### config.mk
export PLATFORM = sky130hd
export DESIGN_NAME = ring_interlock_ctrl
export DESIGN_NICKNAME = d
export VERILOG_FILES = /design/src/rtl/ring_interlock_pkg.sv /design/src/rtl/ring_prio_enc.sv /design/src/rtl/ring_interlock_ctrl.sv
export SDC_FILE = /design/constraint.sdc
export NUM_CORES = 1
export LEC_CHECK = 0
export ABC_AREA = 1
export ABC_CLOCK_PERIOD_IN_PS = 3900
export CORE_UTILIZATION = 49
export CTS_BUF_LIST = sky130_fd_sc_hd__clkbuf_8
export DETAILED_ROUTE_END_ITERATION = 8
export PLACE_DENSITY = 0.78
export SETUP_SLACK_MARGIN = 0.15
export SYNTH_ARGS = -nofsm -noshare
export SYNTH_HDL_FRONTEND = slang
export SYNTH_HIERARCHICAL = 1
export SYNTH_SLANG_ARGS = --single-unit
### constraint.sdc
create_clock -name i_clk -period 3.9 [get_ports i_clk]
set_input_delay 0.78 -clock i_clk [delete_from_list [all_inputs] [get_ports i_clk]]
set_output_delay 0.78 -clock i_clk [all_outputs]
set_load 0.02 [all_outputs]
### src/rtl/ring_interlock_pkg.sv
// Shared types and width helpers for the ring interlock controller.
package ring_interlock_pkg;

    // Controller FSM states.
    typedef enum logic [1:0] {
        ST_IDLE    = 2'd0,
        ST_WAIT_FB = 2'd1,
        ST_FAULT   = 2'd2
    } state_e;

    // Kind of contactor operation being granted.
    typedef enum logic {
        OP_OPEN  = 1'b0,
        OP_CLOSE = 1'b1
    } op_e;

    // Bits needed to index one of n contactors (at least 1).
    function automatic int unsigned id_width(input int unsigned n);
        return (n > 1) ? $clog2(n) : 1;
    endfunction

    // Bits needed to hold a count from 0 to n inclusive.
    function automatic int unsigned cnt_width(input int unsigned n);
        return $clog2(n + 1);
    endfunction

endpackage

### src/rtl/ring_prio_enc.sv
// Lowest-index-first priority encoder with a valid flag.
module ring_prio_enc
    import ring_interlock_pkg::*;
#(
    parameter  int unsigned WIDTH = 8,
    localparam int unsigned IDX_W = id_width(WIDTH)
) (
    input  logic [WIDTH-1:0] i_vec,
    output logic             o_valid_c,
    output logic [IDX_W-1:0] o_idx_c
);

    // Scan from the top down so the lowest set bit is the last one written.
    always_comb begin
        o_valid_c = 1'b0;
        o_idx_c   = '0;
        for (int i = int'(WIDTH) - 1; i >= 0; i--) begin
            if (i_vec[i]) begin
                o_valid_c = 1'b1;
                o_idx_c   = IDX_W'(i);
            end
        end
    end

endmodule

### src/rtl/ring_interlock_ctrl.sv
// Ring contactor interlock controller: grants one open/close at a time,
// confirms it against feedback within a timeout, and refuses any close that
// would exceed MAX_CLOSED contactors. Define RING_INTERLOCK_FB_SYNC_EN to put
// a 2-flop synchroniser on every feedback bit before it is used.
module ring_interlock_ctrl
    import ring_interlock_pkg::*;
#(
    parameter  int unsigned N_CONTACTORS   = 8,
    parameter  int unsigned MAX_CLOSED     = N_CONTACTORS - 1,
    parameter  int unsigned TIMEOUT_CYCLES = 1000,
    localparam int unsigned ID_W           = id_width(N_CONTACTORS),
    localparam int unsigned CNT_W          = cnt_width(N_CONTACTORS)
) (
    input  logic                    i_clk,
    input  logic                    i_rst,
    input  logic [N_CONTACTORS-1:0] i_req_close,
    input  logic [N_CONTACTORS-1:0] i_req_open,
    input  logic [N_CONTACTORS-1:0] i_fb,
    input  logic                    i_fault_clr,
    output logic [N_CONTACTORS-1:0] o_cmd,
    output logic                    o_busy,
    output logic                    o_done,
    output logic                    o_deny,
    output logic [ID_W-1:0]         o_op_id,
    output logic                    o_fault,
    output logic [CNT_W-1:0]        o_closed_cnt
);

    localparam int unsigned TIMER_W = $clog2(TIMEOUT_CYCLES);
    localparam int unsigned N       = N_CONTACTORS;

    state_e            r_state;
    logic [N-1:0]      r_cmd;
    logic [ID_W-1:0]   r_op_id;
    logic [TIMER_W-1:0] r_timer;
    logic              r_done;
    logic              r_deny;
    logic              r_busy;
    logic              r_fault;

    state_e            w_state_nxt;
    logic [N-1:0]      w_cmd_nxt;
    logic [ID_W-1:0]   w_op_id_nxt;
    logic [TIMER_W-1:0] w_timer_nxt;
    logic              w_done_nxt;
    logic              w_deny_nxt;

    logic [N-1:0]      w_fb;
    logic [N-1:0]      w_open_pend;
    logic [N-1:0]      w_close_pend;
    logic              w_open_vld;
    logic              w_close_vld;
    logic [ID_W-1:0]   w_open_idx;
    logic [ID_W-1:0]   w_close_idx;
    logic [CNT_W-1:0]  w_closed_cnt;
    logic              w_close_ok;
    logic              w_mis_any;
    logic [ID_W-1:0]   w_mis_idx;
    op_e               w_op_type;
    logic [ID_W-1:0]   w_grant_idx;

`ifdef RING_INTERLOCK_FB_SYNC_EN
    logic [N-1:0] r_fb_meta;
    logic [N-1:0] r_fb_sync;

    // Two-flop synchroniser on the asynchronous auxiliary contacts.
    always_ff @(posedge i_clk) begin
        if (i_rst) begin
            r_fb_meta <= '0;
            r_fb_sync <= '0;
        end else begin
            r_fb_meta <= i_fb;
            r_fb_sync <= r_fb_meta;
        end
    end

    assign w_fb = r_fb_sync;
`else
    assign w_fb = i_fb;
`endif

    // Requests that would actually change a contactor; an open request on
    // the same contactor suppresses its close so open always wins.
    assign w_open_pend  = i_req_open & r_cmd;
    assign w_close_pend = i_req_close & ~r_cmd & ~i_req_open;

    ring_prio_enc #(.WIDTH(N)) u_open_enc (
        .i_vec     (w_open_pend),
        .o_valid_c (w_open_vld),
        .o_idx_c   (w_open_idx)
    );

    ring_prio_enc #(.WIDTH(N)) u_close_enc (
        .i_vec     (w_close_pend),
        .o_valid_c (w_close_vld),
        .o_idx_c   (w_close_idx)
    );

    // Popcount of confirmed-closed contactors used by the interlock rule.
    always_comb begin
        w_closed_cnt = '0;
        for (int i = 0; i < int'(N); i++) begin
            w_closed_cnt = w_closed_cnt + CNT_W'(w_fb[i]);
        end
    end

    // Lowest contactor whose feedback disagrees with its command.
    always_comb begin
        w_mis_any = 1'b0;
        w_mis_idx = '0;
        for (int i = int'(N) - 1; i >= 0; i--) begin
            if (w_fb[i] != r_cmd[i]) begin
                w_mis_any = 1'b1;
                w_mis_idx = ID_W'(i);
            end
        end
    end

    assign w_close_ok  = (32'(w_closed_cnt) + 32'd1) <= 32'(MAX_CLOSED);
    assign w_op_type   = w_open_vld ? OP_OPEN : OP_CLOSE;
    assign w_grant_idx = w_open_vld ? w_open_idx : w_close_idx;

    // Next-state, command and pulse logic.
    always_comb begin
        w_state_nxt = r_state;
        w_cmd_nxt   = r_cmd;
        w_op_id_nxt = r_op_id;
        w_timer_nxt = r_timer;
        w_done_nxt  = 1'b0;
        w_deny_nxt  = 1'b0;

        case (r_state)
            ST_IDLE: begin
                if (w_mis_any) begin
                    w_state_nxt = ST_FAULT;
                    w_op_id_nxt = w_mis_idx;
                    w_cmd_nxt   = '0;
                end else if (w_open_vld || w_close_vld) begin
                    w_op_id_nxt = w_grant_idx;
                    if (w_op_type == OP_CLOSE && !w_close_ok) begin
                        w_deny_nxt = 1'b1;
                    end else begin
                        w_cmd_nxt[w_grant_idx] = (w_op_type == OP_CLOSE);
                        w_timer_nxt            = '0;
                        w_state_nxt            = ST_WAIT_FB;
                    end
                end
            end
            ST_WAIT_FB: begin
                if (w_fb[r_op_id] == r_cmd[r_op_id]) begin
                    w_done_nxt  = 1'b1;
                    w_state_nxt = ST_IDLE;
                end else if (r_timer == TIMER_W'(TIMEOUT_CYCLES - 1)) begin
                    w_state_nxt = ST_FAULT;
                    w_cmd_nxt   = '0;
                end else begin
                    w_timer_nxt = r_timer + TIMER_W'(1);
                end
            end
            ST_FAULT: begin
                w_cmd_nxt = '0;
                if (i_fault_clr && (w_fb == '0)) begin
                    w_state_nxt = ST_IDLE;
                end
            end
            default: begin
                w_state_nxt = ST_IDLE;
                w_cmd_nxt   = '0;
            end
        endcase
    end

    // State and registered outputs.
    always_ff @(posedge i_clk) begin
        if (i_rst) begin
            r_state <= ST_IDLE;
            r_cmd   <= '0;
            r_op_id <= '0;
            r_timer <= '0;
            r_done  <= 1'b0;
            r_deny  <= 1'b0;
            r_busy  <= 1'b0;
            r_fault <= 1'b0;
        end else begin
            r_state <= w_state_nxt;
            r_cmd   <= w_cmd_nxt;
            r_op_id <= w_op_id_nxt;
            r_timer <= w_timer_nxt;
            r_done  <= w_done_nxt;
            r_deny  <= w_deny_nxt;
            r_busy  <= (w_state_nxt == ST_WAIT_FB);
            r_fault <= (w_state_nxt == ST_FAULT);
        end
    end

    assign o_cmd        = r_cmd;
    assign o_busy       = r_busy;
    assign o_done       = r_done;
    assign o_deny       = r_deny;
    assign o_op_id      = r_op_id;
    assign o_fault      = r_fault;
    assign o_closed_cnt = w_closed_cnt;

endmodule
* Word level (Yosys, flattened, before mapping) *
Index checks and enable logic that the tools add are counted.

operators by class
  reduce and logical (&&, ||, !) cells = 14
  bitwise logic cells = 8
  add/subtract/negate cells = 9
  div/mod/pow operators = 0
  muxes and demuxes = 80
  order comparisons = 4
  shifts and indexed selects = 0
  eq/ne operators = 22
  multipliers = 0

operator list
  cell                                                                               number
  3-bit two-way mux                                                                  27
  10-bit two-way mux                                                                 5
  8-bit two-way mux                                                                  5
  1-bit two-way mux                                                                  30
  8-bit bitwise AND                                                                  3
  10-bit one-hot mux with 2 select lines                                             1
  4-bit by 1-bit adder with 4-bit output                                             4
  8-bit NOT                                                                          2
  8-bit one-hot mux with 2 select lines                                              1
  2-bit two-way mux                                                                  6
  2-bit != test (second input constant)                                              6
  10-bit by 1-bit adder with 10-bit output (second input constant)                   1
  10-bit == test (second input constant)                                             1
  8-bit bitwise mux                                                                  1
  8-bit zero test                                                                    1
  3-bit by 4-bit < comparator with 1-bit output (second input constant)              2
  1-bit != test                                                                      8
  1-bit binary-select mux with 3-bit select                                          2
  3-bit != test (second input constant)                                              2
  2-bit one-hot mux with 3 select lines                                              1
  6-bit AND reduction                                                                1
  4-bit by 1-bit adder with 5-bit output (second input constant)                     1
  5-bit by 3-bit less-or-equal comparator with 1-bit output (second input constant)  1
  3-bit by 1-bit adder with 4-bit output                                             1
  other kinds (17)                                                                   24

storage, ports and cells
  word-level logic and storage cells = 145
  memory bits (read-only) = 0
  bits in writable memories = 0
  output and inout bits = 19
  latch bits = 0
  memories kept = 0
  input bits = 27
  flip-flop bits (word level) = 27

* Depth between registers and ports, before layout *
Gate-level depths: netlist of the first run.

  depth in word-level cells = 21
  gate-level depth with buffers = 21
  gate-level depth less buffers = 20

* Hierarchy *
Netlist of the first run, hierarchy kept.

modules (own cells, without submodules)
  module               instances  seq. area each (um^2)  cells each  area each (um^2)
  ring_interlock_ctrl  1          540.5                  377         2282.2
  ring_prio_enc        2          0.0                    22          98.8

* Worst setup path before layout of the first run *
Ideal clock, no wire load.

  kind = input -> register
  start = in i_fb[0]
  end = reg r_cmd[5], in the netlist o_cmd[5]
  arrival time = 4.284 ns
  cell stages on the path = 20
  buffers on the path = 1
  setup slack = -0.516 ns
  library setup time = 0.132 ns
  data required time = 3.768 ns
  cell sequence = inv_1 > fa_1 > fa_1 > fa_1 > inv_1 > ha_1 > inv_1 > fa_1 > inv_1 > ha_1 > nor3b_1 > nand3_1 > nand3_1 > nand2_1 > nand2_1 > nand2_1 > buf_6 > nand4_1 > nand2_1 > a21oi_1

on the way
  longest elaborated chain between the ends = 13
  elaborated cells between the ends (all ways) = 22
  classes of those cells = add/sub: 8; order compare: 1; eq/ne: 5; mux: 5; reduce/logical: 3

ends and longest elaborated chain
  what                                                       RTL line                    source
  from (decl)                                                ring_interlock_ctrl.sv:18   input logic [N_CONTACTORS-1:0] i_fb,
  1-bit by 1-bit adder with 2-bit output                     ring_interlock_ctrl.sv:103  w_closed_cnt = w_closed_cnt + CNT_W'(w_fb[i]);
  2-bit by 1-bit adder with 3-bit output                     ring_interlock_ctrl.sv:103
  3-bit by 1-bit adder with 4-bit output                     ring_interlock_ctrl.sv:103
  4-bit by 1-bit adder with 4-bit output (4 in a row)        ring_interlock_ctrl.sv:103
  net o_closed_cnt[1]                                        ring_interlock_ctrl.sv:26   output logic [CNT_W-1:0] o_closed_cnt
  4-bit by 1-bit adder with 5-bit output                     ring_interlock_ctrl.sv:119  assign w_close_ok = (32'(w_closed_cnt) + 32'd1) <= 32'(MAX_CLOSED);
  5-bit by 3-bit less-or-equal comparator with 1-bit output  ring_interlock_ctrl.sv:119
  1-bit zero test                                            ring_interlock_ctrl.sv:140  if (w_op_type == OP_CLOSE && !w_close_ok) begin
  1-bit logical AND                                          ring_interlock_ctrl.sv:140
  3-bit != test (no line)                                    n/a
  4-bit AND reduction (no line)                              n/a
  to (signal assigned)                                       ring_interlock_ctrl.sv:186  r_cmd <= w_cmd_nxt;
  to (decl)                                                  ring_interlock_ctrl.sv:33   logic [N-1:0] r_cmd;

The timed path passes the listed nets, and every way through them passes these cells. The select of a mux whose other input is x is not followed.
A chain may end at the register's enable or synchronous reset.

* Final worst setup path of the first run *
  start = in i_fb[0]
  end = reg r_timer[0]

on the way
  longest elaborated chain between the ends = 13
  elaborated cells between the ends (all ways) = 20
  classes of those cells = add/sub: 8; order compare: 1; eq/ne: 5; mux: 3; reduce/logical: 3

ends and longest elaborated chain
  what                                                       RTL line                    source
  1-bit by 1-bit adder with 2-bit output                     ring_interlock_ctrl.sv:103
  2-bit by 1-bit adder with 3-bit output                     ring_interlock_ctrl.sv:103
  3-bit by 1-bit adder with 4-bit output                     ring_interlock_ctrl.sv:103
  4-bit by 1-bit adder with 4-bit output (4 in a row)        ring_interlock_ctrl.sv:103
  4-bit by 1-bit adder with 5-bit output                     ring_interlock_ctrl.sv:119
  5-bit by 3-bit less-or-equal comparator with 1-bit output  ring_interlock_ctrl.sv:119
  1-bit zero test                                            ring_interlock_ctrl.sv:140
  1-bit logical AND                                          ring_interlock_ctrl.sv:140
  2-bit != test (no line)                                    n/a
  6-bit AND reduction (no line) *                            n/a
  to (signal assigned)                                       ring_interlock_ctrl.sv:188  r_timer <= w_timer_nxt;
  to (decl)                                                  ring_interlock_ctrl.sv:35   logic [TIMER_W-1:0] r_timer;

Mark *: on every way between the ends. The rest lies on a longest branch, timed or not. The select of a mux whose other input is x is not followed.

==> results of run 1 <==
## cell usage after synthesis
master | instances | share of area [%]
nand4_1 | 18 | 4.5
clkinv_1 | 1 | 0.15
buf_6 | 3 | 1.4
dfxtp_1 | 27 | 22
o311ai_0 | 1 | 0.35
a21oi_1 | 22 | 4.4
nor3_2 | 2 | 0.81
or2_2 | 3 | 0.76
nand2_1 | 140 | 21
nand3_4 | 1 | 0.71
nand2_2 | 1 | 0.25
nor2_1 | 34 | 5.1
fa_1 | 4 | 3.2
nor4_1 | 2 | 0.50
and3_1 | 1 | 0.25
nor2_2 | 3 | 0.76
xor2_1 | 6 | 2.1
a211oi_1 | 2 | 0.61
nor3_1 | 7 | 1.4
nor3b_1 | 2 | 0.61
o21ai_0 | 9 | 1.8
xnor2_1 | 7 | 2.5
nand3_1 | 28 | 5.7
a31oi_1 | 5 | 1.3
buf_2 | 2 | 0.40
inv_2 | 1 | 0.15
or2_1 | 2 | 0.50
inv_1 | 74 | 11
ha_1 | 7 | 3.5
nand2_4 | 1 | 0.45
buf_4 | 1 | 0.30
clkbuf_1 | 3 | 0.45
nor2_8 | 1 | 0.81
## worst max-delay path: cells and delay by family
kind	cells	cell delay, ns
compound gates	1	0.10
fa+ha+maj	6	2.28
buf+inv	7	0.56
simple gates	7	0.79
## cell type report
cell class / count / area share (%)
Clock buffer: 3 / 1.215
Multi-Input combinational cell: 310 / 51.27
Clock inverter: 1 / 0.1105
Inverter: 76 / 9.061
Timing Repair inverter: 1 / 0.1842
Sequential cell: 27 / 15.91
Tap cell: 67 / 2.468
Timing Repair Buffer: 72 / 19.78
## routing by layer
layer  vias up  global-route usage (%)  routed length, µm
li1       1461                       -                  -
met1      1330                   33.08               3033
met2       109                   50.93               3638
met3        24                   4.696                358
met4         0                   8.715                214
met5         -                       0                  0
## logic make-up after synthesis
family          share of synthesized area [%]
compound gates                          8.476
xor+xnor                                4.591
fa+ha+maj                               6.761
buf+inv                                 14.03
flops                                   21.80
simple gates                            44.35
## placed cells by master, fill, tap and decap left out, types with 3 or more instances in the layout
cell type and n:
nand2_1 127, inv_1 66, clkdlybuf4s50_1 38, nor2_1 34, dfxtp_1 27, nand3_1 26
buf_4 21, nand4_1 18, a21oi_1 14, buf_6 11, nand2_2 10, o21ai_0 9
a21oi_2 8, inv_2 7, nor3_1 7, xnor2_1 7, xor2_1 6, nand2_4 5
a31oi_1 5, ha_1 5, or2_2 3, fa_1 3, clkbuf_8 3
## path summary, 6_finish.rpt
kind | from | to | slack [ns]
hold / removal | r_timer[1] | r_timer[1] | 0.50
setup / recovery | i_fb[0] | r_timer[0] | -0.42
setup reg to reg | o_cmd[7] | o_cmd[1] | 1.28
hold reg to reg | r_timer[1] | r_timer[1] | 0.50
## power by group
part | switching [mW] | internal, mW
Combinational | 0.247 | 0.204
Clock | 0.0866 | 0.0706
Sequential | 0.00699 | 0.280
## state kept, by name (all words and copies together), names as in the netlist
register  flops
r_timer      10
o_cmd         8
o_op_id       3
r_state       2
o_busy        1
o_deny        1
o_done        1
o_fault       1
## through the flow
step	hold slack (ns)	total power [mW]	cell area [µm²]	std cells	setup TNS [ns]
finish	0.5008	0.8949	3397	557	-8.255
global route	0.5372	0.9514	3397	557	-11.10
CTS	0.4870	0.8792	3343	555	-10.17
detailed placement	0.4718	0.6524	3137	545	-29.50
global placement	0.4725	0.6389	3137	545	-27.30
floorplan	0.4518	0.5118	2507	421	-6.294
## what timing repair did
action                                  CTS  global route
gates cloned                              1             1
pin swaps                                21            13
endpoints found under the setup margin   25            25
setup buffers                             5             1
resized for setup                        69             9
==> impl_metrics.tcl, run 1 <==
set metrics [dict create \
    drt-total-wl_um 7245 \
    synth_cell_types 33 \
    place.gp.congestion 0.9300 \
    slowest_delay_ns 0.55 \
    numCtsBuffers 3 \
    p_leak_nw 1.630 \
    overflow 0 \
    firstDrtPassIters 5 \
    die_w_um 73.14 \
    place_hpwl_um 5313 \
    max_cap_violations 0 \
    routed-via-count 2924 \
    clockBufferDepth 2 \
    hold_viol_final 0 \
    fillers 429 \
    reg2regPathDepth 14 \
    multiInputGateArea_um2 1742 \
    min_period_ns 4.324 \
    antenna_found_initial 0 \
    drc_errors 0 \
    cp-start-kind "primary input" \
    synth_area_per_cell_um2 5.890 \
    core_area_um2 4786 \
    die_h_um 73.14 \
    dieArea_um2 5349 \
    io_pins 46 \
    clock_latency_ns 0.27 \
    start_util_pct 51.82 \
    fmax_mhz 231.3 \
    synth_nets 459 \
    area_growth_pct 36.98 \
    grt_usage_pct 27.94 \
    endpoint_kind "flop" \
    cts_tree "done" \
    clkTransAtPathRegs_ns 0.09 \
    synthesis.area_um2 2480 \
    holdPathStages 2 \
    hold_class "reg2reg" \
    netlist_instances 421 \
    hold_buffers 0 \
    peakVddDrop_mv 0.2207 \
    yosys_warnings 6 \
    critPathKind "in2reg" \
    powerDensity_nw_per_um2 263.4 \
    skew_ns 0.005436 \
    slew_viol_final 0 \
    fin_ws_ns -0.4238 \
    utilization_pct 70.98 \
    first_global_vias 2683 \
    violations "negative setup slack" \
    fin_crit_sh_pct 110.9 \
    regArea_um2 540.5 \
    ys_ff_latch 27 \
    worstPathMaxFanout 7 \
    ctsRootBufferMaster "clkbuf_8" \
    setup_viol 24 \
    avgRoutedWirePerCell_um 13.01 \
    fin_nets 529 \
    slew_headroom_pct 35.51 \
    portBuffers 45 \
    drtIter0Drc 276 \
    drtAntennaViolNets 0 \
    diodes 0 \
    max_slew.worst_pin.slew_ns 0.9643 \
    post-place-ws_ns -1.265 \
    status "finished, violations left" \
    layout-drive-gt1-share_pct 17.96 \
    grt_max_degree 23 \
    timing.critical_path.cells "buf_6, buf_6, inv_12, fa_1, fa_1, fa_1, inv_2, ha_4, inv_2, fa_2, inv_4, ha_4, nor3b_2, nand3_1, nand3_2, nand2_4, nand3_4, nand2_8, buf_6, nand2_2, a21oi_2" \
    std_cell_rows 25 \
    routed_via_density 5.250 \
    grt_pass1_wl_um 11650 \
    rsz0062_at_grt "yes" \
    cp.required_ns 4.09 \
    clock-sinks 27 \
    synth-seq-area-share_pct 21.80 \
    crit_slowest_cell "fa_2" \
    h-tree-depth 1 \
    cp_data_arrival_time_ns 4.51 \
]
No activity file was read; power rests on OpenSTA's default activity.
==> inputs of run 2 (changes only) <==
--- a/config.mk
+++ b/config.mk
@@ -9,10 +9,9 @@
 export ABC_CLOCK_PERIOD_IN_PS = 3900
 export CORE_UTILIZATION = 49
 export CTS_BUF_LIST = sky130_fd_sc_hd__clkbuf_8
+export CTS_CLUSTER_DIAMETER = 50
 export DETAILED_ROUTE_END_ITERATION = 8
 export PLACE_DENSITY = 0.78
-export SETUP_SLACK_MARGIN = 0.15
 export SYNTH_ARGS = -nofsm -noshare
 export SYNTH_HDL_FRONTEND = slang
-export SYNTH_HIERARCHICAL = 1
 export SYNTH_SLANG_ARGS = --single-unit
==> impl_metrics.tcl, run 2 <==
set metrics [dict create \
    std_cell_rows 25 \
    synth_cell_types 36 \
    cts_tree "done" \
    max_cap_violations 0 \
    tns_ns -6.716 \
    numCtsBuffers 3 \
    drtAntennaViolNets 0 \
    multiInputGateArea_um2 1769 \
    grt_usage_pct 27.89 \
    hold_viol_final 0 \
    synth_area_per_cell_um2 6.362 \
    die_w_um 72.98 \
    overflow 0 \
    ys_ff_latch 27 \
    clockBufferDepth 2 \
    netlist_instances 388 \
    die_h_um 72.98 \
    violations "negative setup slack" \
    grt_max_degree 25 \
    grt_pass1_wl_um 11660 \
    synth_nets 426 \
    utilization_pct 72.08 \
    cp_data_arrival_time_ns 4.46 \
    area_growth_pct 39.74 \
    diodes 0 \
    async_flop_share_pct 0 \
    firstDrtPassIters 4 \
    synthesis.area_um2 2469 \
    io_pins 46 \
    rsz0062_at_grt "yes" \
    dieArea_um2 5326 \
    drtIter0Drc 157 \
    cp-start-kind "primary input" \
    drt-total-wl_um 6966 \
    setup_viol 23 \
    ctsRootBufferMaster "clkbuf_8" \
    synth.area.top_cells "dfxtp_1 22%, nand2_1 19%, inv_1 9.0%" \
    synth_top_cell_area_share_pct 21.90 \
    place_hpwl_um 4734 \
    synth_common_cells "123 x nand2_1, 59 x inv_1, 29 x nand3_1" \
    start_util_pct 51.58 \
    first_global_vias 2630 \
    slew_headroom_pct 13.51 \
    hold_class "reg2reg" \
    clock_latency_ns 0.27 \
    top_register "r_timer" \
    fin_ws_ns -0.3524 \
    cp.required_ns 4.10 \
    fin_crit_sh_pct 109.0 \
    routed-via-count 2747 \
    yosys_warnings 0 \
    h-tree-depth 1 \
    critPathKind "in2reg" \
    worstPathMaxFanout 6 \
    drc_errors 0 \
    regArea_um2 540.5 \
    routed_via_density 5.115 \
    min_period_ns 4.252 \
    finalNonFillerCells 537 \
    avgRoutedWirePerCell_um 12.97 \
    slew_viol_final 0 \
    layout_commonest_cell "nand2_1" \
    antenna_found_initial 0 \
    powerDensity_nw_per_um2 246.2 \
    core_area_um2 4786 \
    skew_ns 0.004845 \
    synth_flop_cell "dfxtp_1" \
    clock-sinks 27 \
    p_leak_nw 1.600 \
    dpl_cell_area_um2 3097 \
    post-place-ws_ns -1.357 \
    synth_edf_count 0 \
    fin_nets 509 \
    yosys.area.top_type "dfxtp_1" \
    fmax_mhz 235.2 \
    portBuffers 45 \
    largest_reg_flops 10 \
    endpoint_kind "flop" \
    fin_area_um2 3450 \
    mostFrequentLayoutCells "116 x nand2_1, 52 x inv_1, 38 x clkdlybuf4s50_1" \
    max_slew.worst_pin.slew_ns 1.293 \
    layout-drive-gt1-share_pct 25.96 \
    fillers 404 \
    yosysMostFrequentCell "nand2_1" \
    synth-seq-area-share_pct 21.90 \
    status "finished, violations left" \
    peakVddDrop_mv 0.2748 \
    place.gp.congestion 0.9089 \
    post-place-cells 511 \
    clkTransAtPathRegs_ns 0.09 \
]
run 2: cell count changes after synthesis, moves of 4 or more:
cell,change
inv_1,-15
a21oi_1,-10
nand3b_1,+9
xnor2_1,-4
nand2_2,+18
nor3_1,-5
nand4_1,-16
nand2_1,-17
a21oi_2,+10
o211ai_1,+4
nand3_2,+4
nor2_1,-8
run 2: cell type report:
| type | count | area share, % |
|---|---|---|
| timing repair buffer | 82 | 21.11 |
| multi-input combinational | 292 | 51.29 |
| timing repair inverter | 1 | 0.3264 |
| clock inverter | 1 | 0.1451 |
| sequential | 27 | 15.67 |
| clock buffer | 3 | 1.197 |
| tap | 67 | 2.430 |
| inverter | 64 | 7.835 |
run 2: path summary, 6_finish.rpt:
path         depth (start not counted)  startpoint    endpoint  slack (ns)
max                                 19     i_fb[1]  r_timer[2]       -0.35
min                                  2  r_timer[4]  r_timer[4]        0.51
max reg2reg                         12  o_op_id[0]  r_timer[2]        1.64
min reg2reg                          2  r_timer[4]  r_timer[4]        0.51
run 2: repair_timing:
item | CTS | global route
buffers inserted | 21 | 3
hold buffers | 0 | 0
pin swaps | 32 | 23
gates cloned | 2 | 0
hold endpoints to repair | 0 | 0
gates resized for setup | 56 | 15
endpoints found under the setup margin | 25 | 28
run 2: worst max-delay path, cell delays in order:
cell,delay [ns]
buf_8,0.08
inv_6,0.03
fa_1,0.55
fa_1,0.43
fa_1,0.44
inv_1,0.07
ha_2,0.18
inv_2,0.04
fa_1,0.52
inv_2,0.07
ha_4,0.20
nor3b_2,0.14
nand3_1,0.08
nand3_2,0.11
nand2_4,0.10
nand3_4,0.15
nand2_8,0.19
nand3_2,0.08
a21oi_1,0.20
run 2: stage by stage:
stage	total power, mW	hold slack (ns)
after global placement	0.6279	0.4884
final	0.8494	0.5078
after detailed placement	0.6373	0.4925
after global routing	0.9049	0.5157
after CTS	0.8322	0.5093
after floorplan	0.5033	0.4746
run 2: power by group:
part           leakage, nW  total, mW  internal, mW  switching, mW
combinational         1.36      0.404         0.185          0.218
sequential           0.219      0.287         0.280        0.00735
clock               0.0255      0.159        0.0716         0.0872
total                 1.60      0.849         0.536          0.313
run 2: routing by layer:
| metal | global-route usage, % | up-vias | share of wire, % |
|---|---|---|---|
| met5 | 0 | - | 0 |
| met4 | 6.972 | 0 | 1.6 |
| met3 | 4.006 | 10 | 5.1 |
| met2 | 49.90 | 74 | 49 |
| met1 | 34.92 | 1279 | 44 |
| li1 | - | 1384 | - |
run 2: cell families (layout without fill, tap and decap cells):
logic type	Yosys count	count (layout)	synth area share (%)
XOR/XNOR	12	12	4.258
buffers and inverters	70	151	12.21
adder cells (fa/ha/maj)	11	11	6.792
AND/OR/NAND/NOR	229	230	44.50
flip-flops	27	27	21.90
AO/OA/AOI/OAI	39	39	10.34
==> inputs of run 3 (changes only) <==
--- a/config.mk
+++ b/config.mk
@@ -5,13 +5,13 @@
 export SDC_FILE = /design/constraint.sdc
 export NUM_CORES = 1
 export LEC_CHECK = 0
-export ABC_AREA = 1
 export ABC_CLOCK_PERIOD_IN_PS = 3900
-export CORE_UTILIZATION = 49
+export CORE_UTILIZATION = 48
 export CTS_BUF_LIST = sky130_fd_sc_hd__clkbuf_8
 export CTS_CLUSTER_DIAMETER = 50
 export DETAILED_ROUTE_END_ITERATION = 8
-export PLACE_DENSITY = 0.78
+export GPL_TIMING_DRIVEN = 0
+export PLACE_DENSITY = 0.77
 export SYNTH_ARGS = -nofsm -noshare
 export SYNTH_HDL_FRONTEND = slang
 export SYNTH_SLANG_ARGS = --single-unit
==> impl_metrics.tcl, run 3 <==
set metrics [dict create \
    area_growth_pct 37.09 \
    dieArea_um2 5045 \
    synth_nets 306 \
    fmax_mhz 215.3 \
    numCtsBuffers 3 \
    violations "negative setup slack" \
    die_h_um 71.03 \
    p_switching_mw 0.2917 \
    cp_data_arrival_time_ns 4.81 \
    p_leak_nw 1.103 \
    max_slew.worst_pin.slew_ns 0.5972 \
    synth.area.top_cells "dfxtp_1 24%, inv_1 4.4%, nand3_1 4.4%" \
    timing.rr.start "o_cmd[2]" \
    drtIter0Drc 147 \
    dpl_cell_area_um2 2885 \
    fin_nets 366 \
    synth_edf_count 0 \
    yosys_warnings 0 \
    start_util_pct 51.12 \
    synth_cell_types 64 \
    routed-via-count 2317 \
    endpoint_kind "flop" \
    grt_max_degree 15 \
    portBuffers 44 \
    p_seq_share_pct 34.5 \
    h-tree-depth 1 \
    synth_flop_cell "dfxtp_1" \
    place.gp.congestion 0.8867 \
    core_area_um2 4474 \
    post-place-ws_ns -1.757 \
    slew_viol_final 0 \
    fillers 361 \
    rrSetupSlack_ns 1.27 \
    worstPathMaxFanout 4 \
    hold_viol_final 0 \
    tns_ns -13.69 \
    layout_commonest_cell "clkdlybuf4s50_1" \
    min_period_ns 4.645 \
    netlist_instances 268 \
    ctsRootBufferMaster "clkbuf_8" \
    async_flop_share_pct 0 \
    clockBufferDepth 2 \
    layout-drive-gt1-share_pct 25.08 \
    power_frac_clock_pct 19.0 \
    hold_class "reg2reg" \
    overflow 0 \
    synth-seq-area-share_pct 23.63 \
    clkTransAtPathRegs_ns 0.09 \
    fin_area_um2 3136 \
    synth_top_cell_area_share_pct 23.63 \
    switching_share_pct 35.89 \
    cp-start-kind "primary input" \
    top_register "r_timer" \
    rsz0062_at_grt "yes" \
    min_from "r_timer[8]" \
    fin_ws_ns -0.7451 \
    clock-sinks 27 \
    cp.required_ns 4.06 \
    critPathKind "in2reg" \
    grt_pass1_wl_um 10460 \
    clock_latency_ns 0.27 \
    cts_tree "done" \
    firstDrtPassIters 6 \
    drtAntennaViolNets 0 \
    status "finished, violations left" \
    diodes 0 \
    max_cap_violations 0 \
    die_w_um 71.03 \
    routed_via_density 6.113 \
    drc_errors 0 \
    post-place-cells 364 \
    synthesis.area_um2 2287 \
    avgRoutedWirePerCell_um 16.36 \
    crit_start "i_fb[3]" \
    drt-total-wl_um 6200 \
    first_global_vias 2283 \
    synth_area_per_cell_um2 8.534 \
    fin_crit_sh_pct 119.1 \
    p_int_mw 0.5211 \
    yosys.area.top_type "dfxtp_1" \
    std_cell_rows 24 \
    synth_common_cells "27 x dfxtp_1, 27 x inv_1, 20 x nand3_1" \
    ys_ff_latch 27 \
    setup_viol 24 \
    slew_headroom_pct 60.19 \
    grt_usage_pct 25.68 \
    antenna_found_initial 0 \
    combinationalPowerShare_pct 46.5 \
    holdWs_ns 0.4896 \
    skew_ns 0.0008654 \
    io_pins 46 \
    powerDensity_nw_per_um2 259.2 \
    place_hpwl_um 4367 \
    finalNonFillerCells 379 \
    mostFrequentLayoutCells "35 x clkdlybuf4s50_1, 27 x dfxtp_1, 21 x inv_1" \
    largest_reg_flops 10 \
    peakVddDrop_mv 0.1603 \
]
[run 3: timing repair]
action	4_1_cts	5_1_grt
setup endpoints to repair	25	25
hold buffers	0	0
resized for setup	40	21
buffers inserted	8	3
pin swaps	10	3
[run 3: per-layer routing]
metal / track usage [%] / wire length (µm) / up-vias
li1: - / - / 1133
met1: 34.31 / 2732 / 1102
met2: 43.59 / 3058 / 71
met3: 4.416 / 278 / 11
met4: 5.556 / 130 / 0
met5: 0 / 0 / -
[run 3: per-stage QoR]
step                      util, %  total power, mW
after floorplan                 -           0.5370
after global placement      64.49           0.6393
after detailed placement    64.49           0.6451
final                       70.08           0.8128
after CTS                   67.87           0.8021
after global routing        70.08           0.8665
[run 3: area by class of cell]
class	instances	area, µm²	share of cell area [%]
plain buffers	12	70.07	2.235
clock buffers	3	41.29	1.317
clock inverters	1	3.754	0.1197
inverters	27	108.9	3.472
multi-input cells	202	1780	56.78
flip-flops and latches	27	540.5	17.24
well taps	52	65.06	2.075
repair buffers	55	525.5	16.76
[run 3: final timing paths]
kind,end,cells past startpoint
max,r_timer[7],17
min,r_timer[8],2
max reg2reg,o_cmd[6],8
min reg2reg,r_timer[8],2
[run 3: critical path: stages]
cell	delay [ns]
buf_8	0.09
inv_8	0.03
fa_1	0.54
fa_1	0.43
fa_2	0.54
inv_2	0.04
ha_4	0.15
inv_2	0.04
fa_2	0.44
inv_2	0.10
ha_4	0.19
inv_2	0.04
a2111oi_2	0.03
o31a_2	0.35
a211o_4	0.39
a211oi_2	0.29
mux2_4	0.33
[run 3: power groups by stage]
stage	Clock (mW)	Sequential [mW]	Combinational [mW]
floorplan	0	0.289	0.248
global placement	0	0.287	0.352
detailed placement	0	0.287	0.358
CTS	0.158	0.280	0.364
global route	0.169	0.281	0.416
finish	0.154	0.281	0.378
[run 3: logic make-up (layout without fill, tap and decap cells)]
| group | count (synthesis) | after routing | share of synthesized area [%] |
|---|---|---|---|
| AOI/OAI and AO/OA | 69 | 69 | 24.89 |
| and+or+nand+nor | 100 | 100 | 25.99 |
| muxes | 11 | 11 | 6.783 |
| xor gates and xnor gates | 11 | 11 | 4.213 |
| DFF | 27 | 27 | 23.63 |
| adders and majority gates | 11 | 11 | 7.330 |
| buffers and inverters | 39 | 98 | 7.166 |
